**config.mk**
```make
export PLATFORM = sky130hd
export DESIGN_NAME = tx_arbiter
export DESIGN_NICKNAME = d
export VERILOG_FILES = /design/src/rtl/tx_arb_pkg.sv /design/src/rtl/rr_picker.sv /design/src/rtl/tx_arbiter.sv
export SDC_FILE = /design/constraint.sdc
export NUM_CORES = 1
export LEC_CHECK = 0
export CAP_MARGIN = 20
export CORE_MARGIN = 4
export CORE_UTILIZATION = 35
export CTS_CLUSTER_DIAMETER = 60
export DETAILED_ROUTE_END_ITERATION = 12
export GPL_ROUTABILITY_DRIVEN = 0
export MAX_ROUTING_LAYER = met4
export PLACE_DENSITY = 0.76
export SLEW_MARGIN = 15
export SYNTH_ARGS = -nofsm -noshare
export SYNTH_HDL_FRONTEND = slang
export SYNTH_SLANG_ARGS = --single-unit
```
**constraint.sdc**
```tcl
create_clock -name clk -period 2.3 [get_ports clk]
set_input_delay 0.69 -clock clk [delete_from_list [all_inputs] [get_ports clk]]
set_output_delay 0.69 -clock clk [all_outputs]
set_load 0.02 [all_outputs]
```
**src/rtl/tx_arb_pkg.sv**
```systemverilog
// tx_arb_pkg -- shared definitions for the transmitter arbiter.
//   arb_state_t : FSM encoding (IDLE=0, OWN=1, HOLD=2)
//   N_REQ_DEF   : default number of requesters
//   TIMEOUT_DEF : default stall limit for the optional timeout
//   lane_lsb()  : LSB position of byte lane i in the packed req_data bus
package tx_arb_pkg;

   localparam int N_REQ_DEF   = 4;
   localparam int TIMEOUT_DEF = 1024;

   typedef enum logic [1:0] {
      IDLE = 2'd0,
      OWN  = 2'd1,
      HOLD = 2'd2
   } arb_state_t;

   function automatic int lane_lsb(input int i);
      return 8 * i;
   endfunction

endpackage

```
**src/rtl/rr_picker.sv**
```systemverilog
// rr_picker -- combinational rotate-priority encoder.
//   req  in  N      request vector
//   ptr  in  PTR_W  index that has highest priority
//   pick out N      one-hot winner: first set req bit at or after ptr (wrapping)
//   any  out 1      at least one request present
module rr_picker
   import tx_arb_pkg::*;
#(
   parameter int N     = N_REQ_DEF,
   parameter int PTR_W = $clog2(N)
) (
   input  logic [N-1:0]     req,
   input  logic [PTR_W-1:0] ptr,
   output logic [N-1:0]     pick,
   output logic             any
);

   logic [2*N-1:0] dbl;
   logic [2*N-1:0] dbl_pick;
   logic [N-1:0]   rot;
   logic [N-1:0]   rot_pick;

   // Rotate so ptr lands at bit 0, isolate the lowest set bit, rotate back.
   always_comb begin
      dbl      = {req, req} >> ptr;
      rot      = dbl[N-1:0];
      rot_pick = rot & (-rot);
      dbl_pick = {rot_pick, rot_pick} << ptr;
      pick     = dbl_pick[2*N-1:N];
      any      = |req;
   end

endmodule

```
**src/rtl/tx_arbiter.sv**
```systemverilog
// tx_arbiter -- shares one serial_tx byte interface between N_REQ message
// sources. A grant covers a whole message (until the byte flagged last),
// then priority rotates so the previous owner becomes lowest priority.
//
// Ports
//   clk, rst_n   clock, synchronous active-low reset
//   req_valid    in  N_REQ    lane i holds a byte
//   req_data     in  8*N_REQ  lane i = bits [8i+7:8i]
//   req_last     in  N_REQ    lane byte ends its message
//   req_ready    out N_REQ    one-cycle pulse: lane byte consumed this cycle
//   gnt          out N_REQ    one-hot owner, zero when idle
//   tx_data      out 8        byte to serial_tx, held between strobes
//   new_tx_data  out 1        one-cycle strobe to serial_tx
//   tx_busy      in  1        serial_tx busy
//
// Build option: define TX_ARB_TIMEOUT_EN to release a grant whose owner
// has dropped req_valid for TIMEOUT_CYCLES consecutive OWN cycles.
module tx_arbiter
   import tx_arb_pkg::*;
#(
   parameter int N_REQ          = N_REQ_DEF,
   parameter int TIMEOUT_CYCLES = TIMEOUT_DEF
) (
   input  logic               clk,
   input  logic               rst_n,
   input  logic [N_REQ-1:0]   req_valid,
   input  logic [8*N_REQ-1:0] req_data,
   input  logic [N_REQ-1:0]   req_last,
   output logic [N_REQ-1:0]   req_ready,
   output logic [N_REQ-1:0]   gnt,
   output logic [7:0]         tx_data,
   output logic               new_tx_data,
   input  logic               tx_busy
);

   localparam int PTR_W = $clog2(N_REQ);

   if (N_REQ < 2 || N_REQ > 8 || TIMEOUT_CYCLES < 2) begin : g_param_check
      $error("tx_arbiter: N_REQ must be 2..8 and TIMEOUT_CYCLES >= 2");
   end

   arb_state_t       state, state_nxt;
   logic [N_REQ-1:0] gnt_nxt;
   logic [N_REQ-1:0] pick;
   logic [PTR_W-1:0] ptr, ptr_nxt;
   logic [PTR_W-1:0] g, g_nxt;
   logic [PTR_W-1:0] g_inc;
   logic [PTR_W-1:0] pick_idx;
   logic             any;
   logic             last_q;
   logic             accept;
   logic             own_valid;
   logic             own_last;
   logic             timed_out;
   logic [7:0]       lane_byte;

   rr_picker #(.N(N_REQ), .PTR_W(PTR_W)) u_picker (
      .req  (req_valid),
      .ptr  (ptr),
      .pick (pick),
      .any  (any)
   );

   // Owner-lane views; gnt is one-hot so AND-OR selects exactly one lane.
   always_comb begin
      pick_idx  = '0;
      lane_byte = 8'h00;
      for (int i = 0; i < N_REQ; i++) begin
         if (pick[i]) pick_idx = PTR_W'(i);
         if (gnt[i])  lane_byte = lane_byte | req_data[lane_lsb(i) +: 8];
      end
   end

   assign own_valid = |(req_valid & gnt);
   assign own_last  = |(req_last & gnt);
   assign g_inc     = (g == PTR_W'(N_REQ - 1)) ? '0 : g + PTR_W'(1);

`ifdef TX_ARB_TIMEOUT_EN
   localparam int CNT_W = $clog2(TIMEOUT_CYCLES);
   logic [CNT_W-1:0] stall_cnt;

   // Counts consecutive OWN cycles with the owner's valid low. Leaving OWN
   // (grant from IDLE, accept into HOLD) clears it.
   always_ff @(posedge clk) begin
      if (!rst_n || state != OWN) stall_cnt <= '0;
      else if (!own_valid)        stall_cnt <= stall_cnt + CNT_W'(1);
   end

   assign timed_out = (state == OWN) && !own_valid &&
                      (stall_cnt == CNT_W'(TIMEOUT_CYCLES - 1));
`else
   assign timed_out = 1'b0;
`endif

   always_comb begin
      state_nxt = state;
      gnt_nxt   = gnt;
      g_nxt     = g;
      ptr_nxt   = ptr;
      req_ready = '0;
      accept    = 1'b0;
      unique case (state)
         IDLE: begin
            if (any) begin
               gnt_nxt   = pick;
               g_nxt     = pick_idx;
               state_nxt = OWN;
            end
         end
         OWN: begin
            if (own_valid && !tx_busy) begin
               accept    = 1'b1;
               req_ready = gnt;
               state_nxt = HOLD;
            end else if (timed_out) begin
               gnt_nxt   = '0;
               ptr_nxt   = g_inc;
               state_nxt = IDLE;
            end
         end
         HOLD: begin
            // Strobe cycle; also masks serial_tx's one-cycle busy latency.
            if (last_q) begin
               gnt_nxt   = '0;
               ptr_nxt   = g_inc;
               state_nxt = IDLE;
            end else begin
               state_nxt = OWN;
            end
         end
         default: begin
            gnt_nxt   = '0;
            state_nxt = IDLE;
         end
      endcase
   end

   always_ff @(posedge clk) begin
      if (!rst_n) begin
         state   <= IDLE;
         gnt     <= '0;
         g       <= '0;
         ptr     <= '0;
         tx_data <= 8'h00;
         last_q  <= 1'b0;
      end else begin
         state <= state_nxt;
         gnt   <= gnt_nxt;
         g     <= g_nxt;
         ptr   <= ptr_nxt;
         if (accept) begin
            tx_data <= lane_byte;
            last_q  <= own_last;
         end
      end
   end

   assign new_tx_data = (state == HOLD);

endmodule

```
==> metrics, run 1 <==
vias per inst 5.47; Layout Cells excl Fill 245; vias in the first global route 1299; hold path start tx_data[6]; synthesized instance count 133; vias after detailed routing 1339; Clk Latency, worst-skew pair 300 ps; max incr delay on CP 390 ps; Max-slew headroom 69.2%; critical path arrival 1670 ps; CP endpoint kind output port; initial antenna violation count 0; Die Y 64.8 µm; Placed Instances 238; Area contributors post-synth dfxtp_1 (34%), a22oi_1 (13%), o211a_1 (8.0%), nand3_1 (4.4%), nand2_1 (4.0%); largest net degree at the start of global routing 20; Commonest cells post-synth a22oi_1 (19), dfxtp_1 (19), nand2_1 (12); fin util 61.4%; failing checks negative setup slack; first-pass GRT wire length 5.95 mm; worst setup margin -64.7 ps; layout cells sized above 1 19.9%; Hold Vio Cnt, Final 0; peak supply drop 0.389 mV; Pwr Total 740 µW; Num CTS Buffers 3; register area 380 µm²; Top Ports 60; Avg Cell Area, Syn 8.48 µm²; CP top delay family compound AO/OA/AOI/OAI gates; Die ar. 4190 µm²; Max Cap Viol 0; final worst-path cycle share 103%; unrepaired setup endpoints after global routing true; post-DP HPWL 3.00 mm; Starting Density 36.6%; Peak Freq 423 MHz; Slowest cell on crit path a2111oi_4; crit path max fanout 3; number of buffers and inverters on the critical path 3; Worst Skew 14.3 ps; top cell type's share of synthesized area 33.7%; Least-Margin Pin Slew 460 ps; hold crit path type register to register; Nets 246; Site Rows 20; FILL cells 271; required time of the critical path 1610 ps; Die X 64.8 µm; Crit path top cell by count buf_6; Root Buffer Master clkbuf_4; Max Root-Sink Buffers 2; post-synthesis sequential area ratio 33.7%; status complete, but fails checks; grt total ovfl 0; Reg clk slew, reported paths 110 ps; top_reg_cell synth dfxtp_1; Pwr per Cell Area 392 nW/µm²; kind of critical path input pin to output port; Total Routed Length 3.87 mm; number of enable flip-flop cells after synthesis 0; crit path from req_valid[0]; max-slew violations 0; syn nets 177; TritonRoute pass-1 iters 4; # DRC 0; CP Cell Sequence buf_6, a22oi_2, a2111oi_4, buf_4, and2_4, buf_6; Final min period 2360 ps; Pleak 0.000786 µW; multi-input gate area in the final layout 686 µm²; #FFs+latches synth 19; GRT Total Usage 18.2%; Area Growth Syn to Fin 67.6%; Initial DRC Count 32; post-synthesis cell area 1130 µm²; PortBufs 59; TritonCTS Sinks 19; r2r startpoint gnt[0]; asr flop ratio synth 0%; core area 3080 µm²; post-synth cell types 33; Worst setup SP type input pin; antenna-violating nets left 0; Synth Warn # 0; H-tree depth 1; DR WL/cell 15.8 µm; setup TNS -235 ps; # setup viols final 4; Antenna Cells 0; largest area contributor in the netlist dfxtp_1; CTS tree built
[worst reg2reg max path: cells and delay by family, from the launching register on]
family                 cells  cell delay [ps]
AOI/OAI and AO/OA          3              650
buffers and inverters      2              380
DFF                        1              370
and+or+nand+nor            1              100
[metrics by stage]
step	worst slack, ps	area, µm²	hold WS (ps)
after global routing	-86.4	1890	546
after CTS	-56.7	1870	514
after floorplan	-101	1160	491
after global placement	-957	1830	478
final	-64.7	1890	510
after detailed placement	-990	1830	487
[placed cells by master (no fill, tap or decap), types with 3 or more instances in the layout]
cell / Yosys / routed
clkdlybuf4s50_1: 0 / 49
o22ai_1: 5 / 5
inv_1: 4 / 4
nor2_1: 3 / 3
a21oi_1: 8 / 8
nand3_1: 10 / 10
and2_1: 7 / 3
a22oi_1: 19 / 18
buf_4: 2 / 17
nand2_1: 12 / 12
o211ai_1: 3 / 3
clkbuf_4: 0 / 3
o211a_1: 9 / 9
buf_6: 1 / 8
and2_4: 1 / 5
dfxtp_1: 19 / 19
[path summary, 6_finish.rpt]
| kind | to | slack [ps] | depth (start not counted) |
|---|---|---|---|
| setup / recovery | req_ready[1] | -60 | 6 |
| hold / removal | tx_data[6] | 510 | 1 |
| setup reg to reg | tx_data[7] | 680 | 6 |
| hold reg to reg | tx_data[6] | 510 | 1 |
[registers in the layout, indices dropped and copies added (netlist names)]
name and count:
g 2, gnt 4, last_q 1, ptr 2, state 2, tx_data 8
[per-layer routing]
metal / GRT usage (%) / part of all wire (%) / vias up / wire [µm]
li1: - / - / 639 / -
met1: 21.0 / 40 / 639 / 1560
met2: 32.4 / 53 / 49 / 2040
met3: 2.43 / 4.3 / 12 / 166
met4: 6.07 / 2.6 / 0 / 99
met5: - / 0 / - / 0
[where the power goes]
| group | switching, µW | internal (µW) | total [µW] | leakage (µW) |
|---|---|---|---|---|
| sequential | 9.23 | 343 | 352 | 0.000154 |
| clock | 101 | 64.8 | 166 | 0.0000177 |
| combinational | 89.8 | 132 | 222 | 0.000614 |
| total | 200 | 540 | 740 | 0.000786 |
[area by class of cell]
cell class | instances | area share, %
clock buffer | 3 | 1.19
clock inverter | 1 | 0.265
inverter | 4 | 0.795
multi-input combinational | 98 | 36.3
sequential | 19 | 20.1
tap | 44 | 2.91
timing repair buffer | 76 | 38.4
[timing repair]
action / 4_1_cts / 5_1_grt
endpoints found under the setup margin: 5 / 4
cloned: 0 / 0
setup buffers: 2 / 1
resized for setup: 44 / 2
pin swaps: 3 / 2
hold buffers: 0 / 0
[logic make-up after synthesis]
| logic type | count (synthesis) | share of synthesized area, % |
|---|---|---|
| DFF | 19 | 33.7 |
| AOI/OAI and AO/OA | 56 | 39.0 |
| and+or+nand+nor | 40 | 18.5 |
| muxes | 1 | 0.888 |
| buffers and inverters | 16 | 6.77 |
| adders and majority gates | 1 | 1.11 |
(Power assumes the default switching activity.)
==> run 2, diff against run 1 <==
==> constraint.sdc (replaced) <==
create_clock -name clk -period 2.3 [get_ports clk]
set_input_delay 0.69 -clock clk [delete_from_list [all_inputs] [get_ports clk]]
set_output_delay 0.69 -clock clk [all_outputs]
set_load 0.05 [all_outputs]
==> run 2 against run 1 <==
  * The run still ends with negative setup slack left
  * Count of clock-buffer cells in the layout grew 1
  * First-iteration DRC count grew 69%
  * Worst setup slack gained 17 ps
  * Wire length shrank 4.3%
  * Final area grew 0.86%
  * Worst hold slack lost 2.8 ps
  * Register-to-register slack gained 60 ps
  * Sequential power is essentially flat
  * Via count shrank 3.4%
  * Sequential share of layout area shrank 0.17 points
  * Largest power group unchanged
  * Highest routed layer unchanged
==> metrics, run 2 (synthesis results as in run 1) <==
Die ar. 4190 µm² (unchanged); # DRC 0 (unchanged); unrepaired setup endpoints after global routing true; max incr delay on CP 340 ps (-50 ps); hold slack 507 ps (-2.77 ps); vias in the first global route 1261 (-2.9%); max reg flops 8 (unchanged); CP top delay family compound AO/OA/AOI/OAI gates; TritonCTS Sinks 19 (unchanged); FILL cells 268 (-1.1%); Nets 243 (-1.2%); Die X 64.8 µm (unchanged); Peak Freq 426 MHz (+0.72%); Initial DRC Count 54 (+69%); final worst-path cycle share 102% (-0.74 points); Least-Margin Pin Slew 528 ps (+68.1 ps); Antenna Cells 0 (unchanged); GRT Total Usage 17.9% (-0.30 points); hold crit path type register to register; peak supply drop 0.326 mV (-16%); Root Buffer Master clkbuf_4; cell depth of the worst hold path 1 (unchanged); commonest cells after routing, fill and taps aside clkdlybuf4s50_1 (45), dfxtp_1 (19), a22oi_1 (18), buf_4 (18), nand2_1 (12); largest net degree at the start of global routing 20 (unchanged); first-pass GRT wire length 5.84 mm (-1.7%); Placed Instances 235 (-1.3%); Starting Density 36.6% (unchanged); CTS tree built; critical path arrival 1660 ps (about the same); Layout Cells excl Fill 242 (-1.2%); max-slew violations 0 (unchanged); layout cells sized above 1 20.7% (+0.81 points); antenna-violating nets left 0 (unchanged); crit path max fanout 5 (+2); # setup viols final 4 (unchanged); largest registers tx_data: 8 flops, gnt: 4 flops; CP Cell Sequence buf_8, a22oi_2, a2111oi_4, buf_4, and2_4, buf_12; CTS Hold Buffers Added 0 (unchanged); required time of the critical path 1610 ps (about the same); worst setup margin -47.7 ps (+17.0 ps); Pwr per Cell Area 393 nW/µm² (+0.41%); register bank with the most flops tx_data; vias per inst 5.34 (-2.2%); Reg2Reg Depth 6 (unchanged); Top Ports 60 (unchanged); DR WL/cell 15.3 µm (-3.1%); Final min period 2350 ps (-17.0 ps); Site Rows 20 (unchanged); Reg clk slew, reported paths 100 ps (about the same); grt total ovfl 0 (unchanged); core area 3080 µm² (unchanged); Max Root-Sink Buffers 2 (unchanged); status complete, but fails checks; PortBufs 59 (unchanged); initial antenna violation count 0 (unchanged); post-DP HPWL 2.88 mm (-4.1%); Max-slew headroom 64.7% (-4.6 points); H-tree depth 1 (unchanged); Worst Skew 7.24 ps (-7.08 ps); Die Y 64.8 µm (unchanged); fin util 61.9% (+0.53 points); Max Cap Viol 0 (unchanged); kind of critical path input pin to output port; Num CTS Buffers 3 (unchanged); Clk Latency, worst-skew pair 290 ps (about the same); Area Growth Syn to Fin 69.0%; Worst setup SP type input pin; TritonRoute pass-1 iters 5 (+1); Setup WS pre-CTS -548 ps (+442 ps); Total Routed Length 3.71 mm (-4.3%); critical path depth 6 (unchanged); Slowest cell on crit path a2111oi_4; number of buffers and inverters on the critical path 3 (unchanged); CP endpoint kind output port; failing checks negative setup slack; Hold Vio Cnt, Final 0 (unchanged); vias after detailed routing 1293 (-3.4%); leading cell type in the layout, fill and taps excluded clkdlybuf4s50_1; Pleak 0.000784 µW (-0.22%)
-- run 2: metrics by stage --
step	cell area (µm²)	TNS (ps)	total power, µW
finish	1910	-185	749
global route	1910	-305	790
CTS	1880	-199	752
detailed placement	1850	-4160	591
global placement	1850	-3610	585
floorplan	1160	-707	472
-- run 2: per-layer routing --
metal | share of wire (%) | GRT usage, % | wire, µm
met2 | 53 | 31.4 | 1950
met3 | 4.8 | 2.60 | 179
met1 | 40 | 21.0 | 1480
met4 | 2.7 | 5.80 | 99
met5 | 0 | - | 0
-- run 2: final cells by class --
class                           instances  area [µm²]  share of cell area [%]
Timing Repair Buffer                   73         743                    39.0
Sequential cell                        19         380                    20.0
Multi-Input combinational cell         98         686                    36.0
Clock buffer                            4        26.3                    1.38
Inverter                                4        15.0                   0.788
Tap cell                               44        55.1                    2.89
-- run 2: what timing repair did --
item,4_1_cts,5_1_grt
resized for setup,19,3
buffers inserted,2,1
pin swaps,3,2
endpoints found under the setup margin,4,4
-- run 2: power by group --
part / internal, µW / switching [µW] / leakage (µW)
clock: 67.4 / 92.5 / 0.0000150
sequential: 343 / 9.63 / 0.000154
combinational: 129 / 108 / 0.000615
total: 539 / 210 / 0.000784
-- run 2: path summary, 6_finish.rpt --
kind / start / end / slack, ps
setup / recovery: req_valid[0] / req_ready[0] / -50
hold / removal: tx_data[6] / tx_data[6] / 510
setup reg to reg: gnt[0] / tx_data[5] / 740
hold reg to reg: tx_data[6] / tx_data[6] / 510
